File: src/rtl/flag_pkg.sv
// rtl/flag_pkg.sv - shared types and condition evaluation for flag_branch_ctrl
package flag_pkg;

    typedef enum logic [3:0] {
        EQ, NE, CS, CC, MI, PL, VS, VC, HI, LS, GE, LT, GT, LE, AL, NV
    } cond_e;

    typedef enum logic [1:0] {NONE, ALU, CBZ, BCOND} req_kind_e;

    typedef struct packed {
        logic n;
        logic z;
        logic c;
        logic v;
    } flags_t;

    function automatic logic cond_eval(input cond_e cond, input flags_t f);
        cond_eval = 1'b1;
        case (cond)
            EQ: cond_eval = f.z;
            NE: cond_eval = ~f.z;
            CS: cond_eval = f.c;
            CC: cond_eval = ~f.c;
            MI: cond_eval = f.n;
            PL: cond_eval = ~f.n;
            VS: cond_eval = f.v;
            VC: cond_eval = ~f.v;
            HI: cond_eval = f.c & ~f.z;
            LS: cond_eval = ~(f.c & ~f.z);
            GE: cond_eval = (f.n == f.v);
            LT: cond_eval = (f.n != f.v);
            GT: cond_eval = ~f.z & (f.n == f.v);
            LE: cond_eval = ~(~f.z & (f.n == f.v));
            default: cond_eval = 1'b1;
        endcase
    endfunction

endpackage

File: src/rtl/flag_branch_ctrl_nor64.sv
// rtl/flag_branch_ctrl_nor64.sv - 64-bit NOR-reduction zero detector
module NOR_64to1 (
    input  logic [63:0] data,
    output logic        nor_out
);
    assign nor_out = ~|data;
endmodule

File: src/rtl/flag_branch_ctrl.sv
// rtl/flag_branch_ctrl.sv - NZCV flag register and CBZ/B.cond branch resolver
// One stage register feeds a single shared zero detector for both ALU and CBZ.
module flag_branch_ctrl
    import flag_pkg::*;
(
    input  logic        clk,
    input  logic        reset,
    input  logic        alu_valid,
    input  logic        set_flags,
    input  logic [63:0] alu_result,
    input  logic        alu_neg,
    input  logic        alu_carry,
    input  logic        alu_ovf,
    input  logic        cbz_req,
    input  logic        cbz_nz,
    input  logic [63:0] cbz_val,
    output logic        cbz_rdy,
    input  logic        bcond_req,
    input  logic [3:0]  cond,
    output logic        bcond_rdy,
    output logic        flag_n,
    output logic        flag_z,
    output logic        flag_c,
    output logic        flag_v,
    output logic        br_valid,
    output logic        br_taken
);

    req_kind_e   stage_kind;
    logic [63:0] stage_op;
    logic        stage_nz;
    cond_e       stage_cond;
    logic        stage_n;
    logic        stage_c;
    logic        stage_v;
    flags_t      flags_q;
    logic        zero;
    logic        alu_take;

    NOR_64to1 u_zero (
        .data    (stage_op),
        .nor_out (zero)
    );

    assign alu_take  = alu_valid & set_flags;
    assign cbz_rdy   = cbz_req & ~alu_valid;
    assign bcond_rdy = bcond_req & ~cbz_req & ~alu_take;

    assign flag_n = flags_q.n;
    assign flag_z = flags_q.z;
    assign flag_c = flags_q.c;
    assign flag_v = flags_q.v;

    always_ff @(posedge clk) begin
        if (reset) begin
            stage_kind <= NONE;
            stage_op   <= '0;
            stage_nz   <= 1'b0;
            stage_cond <= EQ;
            stage_n    <= 1'b0;
            stage_c    <= 1'b0;
            stage_v    <= 1'b0;
            flags_q    <= '0;
            br_valid   <= 1'b0;
            br_taken   <= 1'b0;
        end else begin
            br_valid <= 1'b0;
            br_taken <= 1'b0;
            // B.cond reads flags_q here, which already holds any ALU update from the prior slot
            case (stage_kind)
                ALU: flags_q <= '{n: stage_n, z: zero, c: stage_c, v: stage_v};
                CBZ: begin
                    br_valid <= 1'b1;
                    br_taken <= zero ^ stage_nz;
                end
                BCOND: begin
                    br_valid <= 1'b1;
                    br_taken <= cond_eval(stage_cond, flags_q);
                end
                default: ;
            endcase

            if (alu_take) begin
                stage_kind <= ALU;
                stage_op   <= alu_result;
                stage_n    <= alu_neg;
                stage_c    <= alu_carry;
                stage_v    <= alu_ovf;
            end else if (cbz_rdy) begin
                stage_kind <= CBZ;
                stage_op   <= cbz_val;
                stage_nz   <= cbz_nz;
            end else if (bcond_rdy) begin
                stage_kind <= BCOND;
                stage_cond <= cond_e'(cond);
            end else begin
                stage_kind <= NONE;
            end
        end
    end

endmodule

File: config.mk
export PLATFORM = sky130hd
export DESIGN_NAME = flag_branch_ctrl
export DESIGN_NICKNAME = d
export VERILOG_FILES = /design/src/rtl/flag_pkg.sv /design/src/rtl/flag_branch_ctrl_nor64.sv /design/src/rtl/flag_branch_ctrl.sv
export SDC_FILE = /design/constraint.sdc
export NUM_CORES = 1
export LEC_CHECK = 0
export CAP_MARGIN = 20
export CORE_ASPECT_RATIO = 0.6
export CORE_MARGIN = 2
export CORE_UTILIZATION = 47
export CTS_CLUSTER_DIAMETER = 200
export DETAILED_ROUTE_END_ITERATION = 10
export GPL_TIMING_DRIVEN = 0
export PLACE_DENSITY = 0.92
export SLEW_MARGIN = 20
export SYNTH_ARGS = -nofsm -noshare
export SYNTH_HDL_FRONTEND = slang
export SYNTH_SLANG_ARGS = --single-unit
File: constraint.sdc
create_clock -name clk -period 3.89 [get_ports clk]
set_clock_uncertainty 0.05 [all_clocks]
set_input_delay 0.389 -clock clk [delete_from_list [all_inputs] [get_ports clk]]
set_output_delay 0.389 -clock clk [all_outputs]
set_load 0.05 [all_outputs]
; ---- Word-level counts from Yosys, hierarchy flattened
; Cells that the tools add are included.
; Widths: inputs -> output; s select.
[word_totals]
in_bits = 142
output_inout_bits = 8
word_cells = 65
reg_bits = 80
[classes]
eq_ne = 18
reduce_logical = 8
n_bitwise = 17
muxes = 8
[op_table]
columns = cell, count
row1 = $mux 64, 2
row2 = $reduce_or 64->1, 1
row3 = $eq 4x4->1 const B, 6
row4 = $eq 4x3->1 const B, 4
row5 = $pmux 1 s14, 1
row6 = $not 1->1, 10
row7 = $eq 4x2->1 const B, 2
row8 = $and 1x1->1, 6
row9 = $eq 2x2->1 const B, 2
row10 = $eq 4x1->1 const B, 1
row11 = $logic_not 4->1, 1
row12 = $mux 2, 2
row13 = $reduce_or 2->1, 2
row14 = $reduce_and 3->1, 1
row15 = $eq 2x1->1 const B, 1
row16 = $mux 1, 2
row17 = $pmux 1 s2, 1
row18 = $reduce_and 2->1, 1
row19 = $reduce_bool 2->1, 1
row20 = $eq 1x1->1, 1
row21 = $logic_not 1->1, 1
row22 = $ne 1x1->1, 1
row23 = $xor 1x1->1, 1

; ---- Logic depth before layout (Yosys ltp)
[depth]
word_depth = 6
depth_mapped = 6
depth_no_buf = 5

; ---- Hierarchy
; A second synthesis with hierarchy kept.
[hier_totals]
hier_cells = 392
hier_area_um2 = 3731.1
[modules_own_cells]
columns = module, cells_per_inst, seq_area_each_um2, instances, area_per_inst_um2
row1 = flag_branch_ctrl, 371, 1601.5, 1, 3587.2
row2 = NOR_64to1, 21, 0.0, 1, 143.9

; ---- Worst setup path after synthesis
; No wires, ideal clock.
[synth_timing]
kind = reg2reg
from = reg flags_q, in the netlist flag_v
to = reg br_taken
path_stages_with_launch = 6
arrival_time_ps = 1618
required_ps = 3724
period_less_slack_ps = 1784
slack_ps = 2106
n_path_buf = 0
setup_ps = 116
path_cell_list = dfxtp_1 -> xor2_1 -> o21a_1 -> o311ai_0 -> o2111ai_1 -> o211a_1
[synth_via]
elab_chain_cells = 5
word_cells_on_any_way = 7
classes_between = eq/ne: 2 / mux: 2 / bitwise: 3
[synth_lines]
columns = item, line_no
row1 = from (decl), flag_branch_ctrl.sv:36  ; flags_t flags_q;
row2 = from (signal assigned), flag_branch_ctrl.sv:71  ; ALU: flags_q <= '{n: stage_n, z: zero, c: stage_c, v: stage_v};
row3 = $eq 1x1->1, "flag_pkg.sv:30, flag_pkg.sv:32, flag_pkg.sv:33"
row4 = $and 1x1->1, "flag_pkg.sv:32, flag_pkg.sv:33"
row5 = $not 1->1, flag_pkg.sv:33  ; LE: cond_eval = ~(~f.z & (f.n == f.v));
row6 = $pmux 1 s14 (*), flag_pkg.sv:19  ; case (cond)
row7 = $pmux 1 s2 (*), flag_branch_ctrl.sv:70  ; case (stage_kind)
row8 = to (signal assigned), flag_branch_ctrl.sv:74  ; br_taken <= zero ^ stage_nz;
row9 = to (signal assigned), flag_branch_ctrl.sv:78  ; br_taken <= cond_eval(stage_cond, flags_q);
row10 = to (decl), flag_branch_ctrl.sv:26  ; output logic br_taken
; Every way passes the cells marked *; elsewhere a longest branch is shown, timed or not.
; A chain may end at the register's enable or synchronous reset.

; ---- Final worst setup path
[layout_timing]
from = in alu_valid
to = out bcond_rdy
[layout_via]
elab_chain_cells = 3
[layout_lines]
columns = item, line_no
row1 = from (decl), flag_branch_ctrl.sv:8  ; input logic alu_valid,
row2 = $and 1x1->1, flag_branch_ctrl.sv:45  ; assign alu_take = alu_valid & set_flags;
row3 = $not 1->1 (no source line), --
row4 = $and 1x1->1, flag_branch_ctrl.sv:47  ; assign bcond_rdy = bcond_req & ~cbz_req & ~alu_take;
row5 = to (decl), flag_branch_ctrl.sv:20  ; output logic bcond_rdy,
; No other way between the ends.

==> key figures <==
Floorplan
  – Die height: 72.85 um
  – Die width: 118.8 um
  – Initial Util: 47.87%
  – IO Pins: 150
  – Die area: 8651 um^2
  – Row count: 25
  – Core Area: 7757 um^2

Setup path
  – CP endpoint kind: output pin
  – Sequence of cells on the critical path: clkdlybuf4s50_1 > nand2_1 > nand2b_1 > clkbuf_1 > inv_1 > clkdlybuf4s50_1
  – Kind of critical path: in2out
  – Most frequent CP cell: clkdlybuf4s50_1
  – Reg2Reg Launch Point: stage_op[21]
  – Startpoint types: input pin
  – Crit-path max FO: 7
  – Top delay family on crit path: buffers and inverters
  – Bufs and invs on worst path: 4
  – CP Data Arrival Time: 2.32 ns
  – R2r setup slk: 1.89 ns
  – Critical path's slowest cell: clkdlybuf4s50_1
  – Reg-to-reg endpoint: br_taken
  – Worst EP required: 3.45 ns
  – Crit-path max cell delay: 0.71 ns
  – Reg2Reg Depth: 5

Synthesis
  – FF+latch count, synth: 80
  – Synth async-reset ratio: 0%
  – Cell Area, Synth: 3714 um^2
  – Syn avg cell area: 9.449 um^2
  – Unique masters post-synth: 34
  – Cell with the most instances after synthesis: dfxtp_1
  – Synth top area share: 43.13%
  – Sequential element share of the synthesized area: 43.13%
  – Commonest cells in the netlist: dfxtp_1, nor2_1, mux2i_1
  – Post-synth top area cell: dfxtp_1
  – Cell count after synthesis: 393
  – Number of synthesized flops with an enable pin: 0
  – Synth Warn #: 0
  – Main flop type after synthesis: dfxtp_1
  – Largest cells by area after synthesis: dfxtp_1, mux2i_1, a211oi_1
  – Synthesized Nets: 535

Timing
  – Slew Viols, Final: 0
  – Worst slew margin: 66.57%
  – Final Cycle Share: 70.85%
  – Final min period: 2.756 ns
  – WHS: 0.4159 ns
  – Setup TNS: 0 ns
  – Final setup fails: 0
  – Worst setup margin: 1.134 ns
  – Slew at the pin closest to its max-slew limit: 0.4999 ns
  – Fmax: 362.9 MHz
  – RSZ-0062 raised after global routing: no
  – Final Hold Viols: 0

Cells and area
  – Antenna cell count: 0
  – Layout Nets: 694
  – Post-Layout Cell Count: 665
  – Multi-input gate area: 1923 um^2
  – Area growth syn-to-layout: 51.62%
  – Share of layout cells above drive strength 1: 5.206%
  – Fill count: 590
  – Register area: 1602 um^2

Hold path
  – Worst Hold Depth: 2
  – Min-Delay Path Class: reg2reg
  – Worst min-delay path endpoint: stage_v
  – Start point of the worst hold path: stage_v

Power and ir drop
  – Sequential share of power: 42.8%
  – VDD IR-drop max: 0.2832 mV
  – Combinational fraction of design power: 17.6%
  – Clock Power Share: 39.5%
  – Leak: 2.145 nW
  – Switching power of the nets: 0.0005080 W
  – Net Sw Frac: 23.73%
  – Pwr dens: 380.3 nW/um^2
  – Internal power: 0.001633 W

Global routing
  – Largest net degree at the start of global routing: 13
  – Most Used Layer, Global Route: met2
  – Initial antenna violation count: 0
  – Vias in the first global route: 3581
  – Met3 Track Usage GR: 7.734%
  – Grt ovf: 0
  – Total track usage: 26.21%
  – Routing usage on met1: 34.29%
  – Met2 Use GR: 42.91%
  – First-pass GRT wire length: 17810 um

Clock network
  – Clock Path Buffers: 2
  – CTS hold repair buffers: 0
  – Sinks on Clock Net: 80
  – CTS root buffer: clkbuf_16
  – Cells resized by post-CTS repair: 0
  – Worst-path clk slew: 0.06 ns
  – Total CTS buffers: 9
  – Worst skew pair latency: 0.33 ns
  – Setup Buffers After CTS: 0
  – CTS tree: yes
  – H-Tree Depth: 3

Placement
  – DP Wirelength: 8605 um
  – Pre-CTS WS: 1.139 ns
  – Number of port buffers: 148
  – Placed insts: 649
  – Placer Congestion: 0.8546

Outcome
  – Status: finished, final reports clean

Job
  – Max_cap viols: 0

Routing
  – Starting DRT DRC Count: 237
  – DR vias: 3606
  – DRC Markers: 0
  – Wire per inst: 16.79 um
  – Vias per Instance: 5.423
  – Routed Wire Length: 11170 um
  – TritonRoute pass-1 iters: 4
  – Detail Route Antenna Nets: 0
## worst reg2reg max path: stages, from the launching register on
cell and delay [ns]:
dfxtp_1 0.32, nor4_1 0.47, nand4_1 0.24, nor4_2 0.46, xor2_1 0.12, o211a_1 0.22
## power groups by stage
stage,clock (W),sequential [W],combinational [W]
2_1_floorplan,0,0.000924,0.000179
3_3_place_gp,0,0.000930,0.000366
3_5_place_dp,0,0.000932,0.000375
4_1_cts,0.000857,0.000916,0.000378
5_1_grt,0.000883,0.000923,0.000408
6_report,0.000846,0.000917,0.000378
## cell type report
cell class	count	area share (%)
Buffer	36	3.289
Clock buffer	13	4.622
Clock inverter	3	0.7111
Inverter	1	0.06667
Multi-Input combinational cell	276	34.16
Sequential cell	80	28.44
Tap cell	108	2.400
Timing Repair Buffer	148	26.31
## registers in the layout (all words and copies together), names as in the netlist
register	count
stage_c	1
flag_z	1
br_valid	1
flag_c	1
stage_v	1
stage_kind	2
stage_op	64
stage_nz	1
br_taken	1
flag_v	1
stage_cond	4
stage_n	1
flag_n	1
## routing by layer
layer,wire [um],vias to the layer above,share of wire [%]
li1,-,1763,-
met1,5144,1690,46
met2,5031,146,45
met3,908,7,8.1
met4,81,0,0.73
met5,0,-,0
## stage by stage
| stage | cell area [um^2] | utilization, % | power [W] |
|---|---|---|---|
| after floorplan | 3714 | - | 0.001103 |
| after global placement | 5330 | 68.71 | 0.001296 |
| after detailed placement | 5330 | 68.71 | 0.001307 |
| after CTS | 5630 | 72.58 | 0.002151 |
| after global routing | 5630 | 72.58 | 0.002214 |
| final | 5630 | 72.58 | 0.002141 |
## worst max path at each step
stage          slack (ns)   endpoint  cells after the start  startpoint
3_5_place_dp         1.14  bcond_rdy                      6   alu_valid
5_1_grt              1.06  bcond_rdy                      6   alu_valid
6_report             1.13  bcond_rdy                      6   alu_valid
3_3_place_gp         1.17  bcond_rdy                      6   alu_valid
4_1_cts              1.14  bcond_rdy                      6   alu_valid
2_1_floorplan        2.11   br_taken                      5      flag_v
## kinds of logic (layout without fill, tap and decap cells)
family	Yosys count	in the layout	share of synthesized area, %
AOI/OAI and AO/OA	80	80	15.94
muxes	74	74	19.98
DFF	80	80	43.13
and+or+nand+nor	118	118	14.93
xor gates and xnor gates	4	4	0.9433
buffers and inverters	37	201	5.087
## placed cells by master, fill, tap and decap left out, drive strengths merged
cell,netlist,layout
buf,14,14
mux2i,73,73
bufinv,0,1
nand2b,3,3
or3b,1,1
nor3,2,2
o311ai,1,1
o21ai,2,2
mux2,1,1
o2111ai,1,1
nand4,4,4
nor4b,1,1
clkinv,0,2
dfxtp,80,80
nand2,8,8
a211oi,64,64
o211a,1,1
nor3b,2,2
inv,1,1
nor4,17,17
clkbuf,22,35
nand3,1,1
a21boi,1,1
xor2,4,4
nand4bb,1,1
o21a,3,3
clkdlybuf4s50,0,148
and2,1,1
a21oi,4,4
o221ai,1,1
nor2,74,74
o31ai,2,2
nor2b,3,3
No activity file was read; power rests on OpenSTA's default activity.
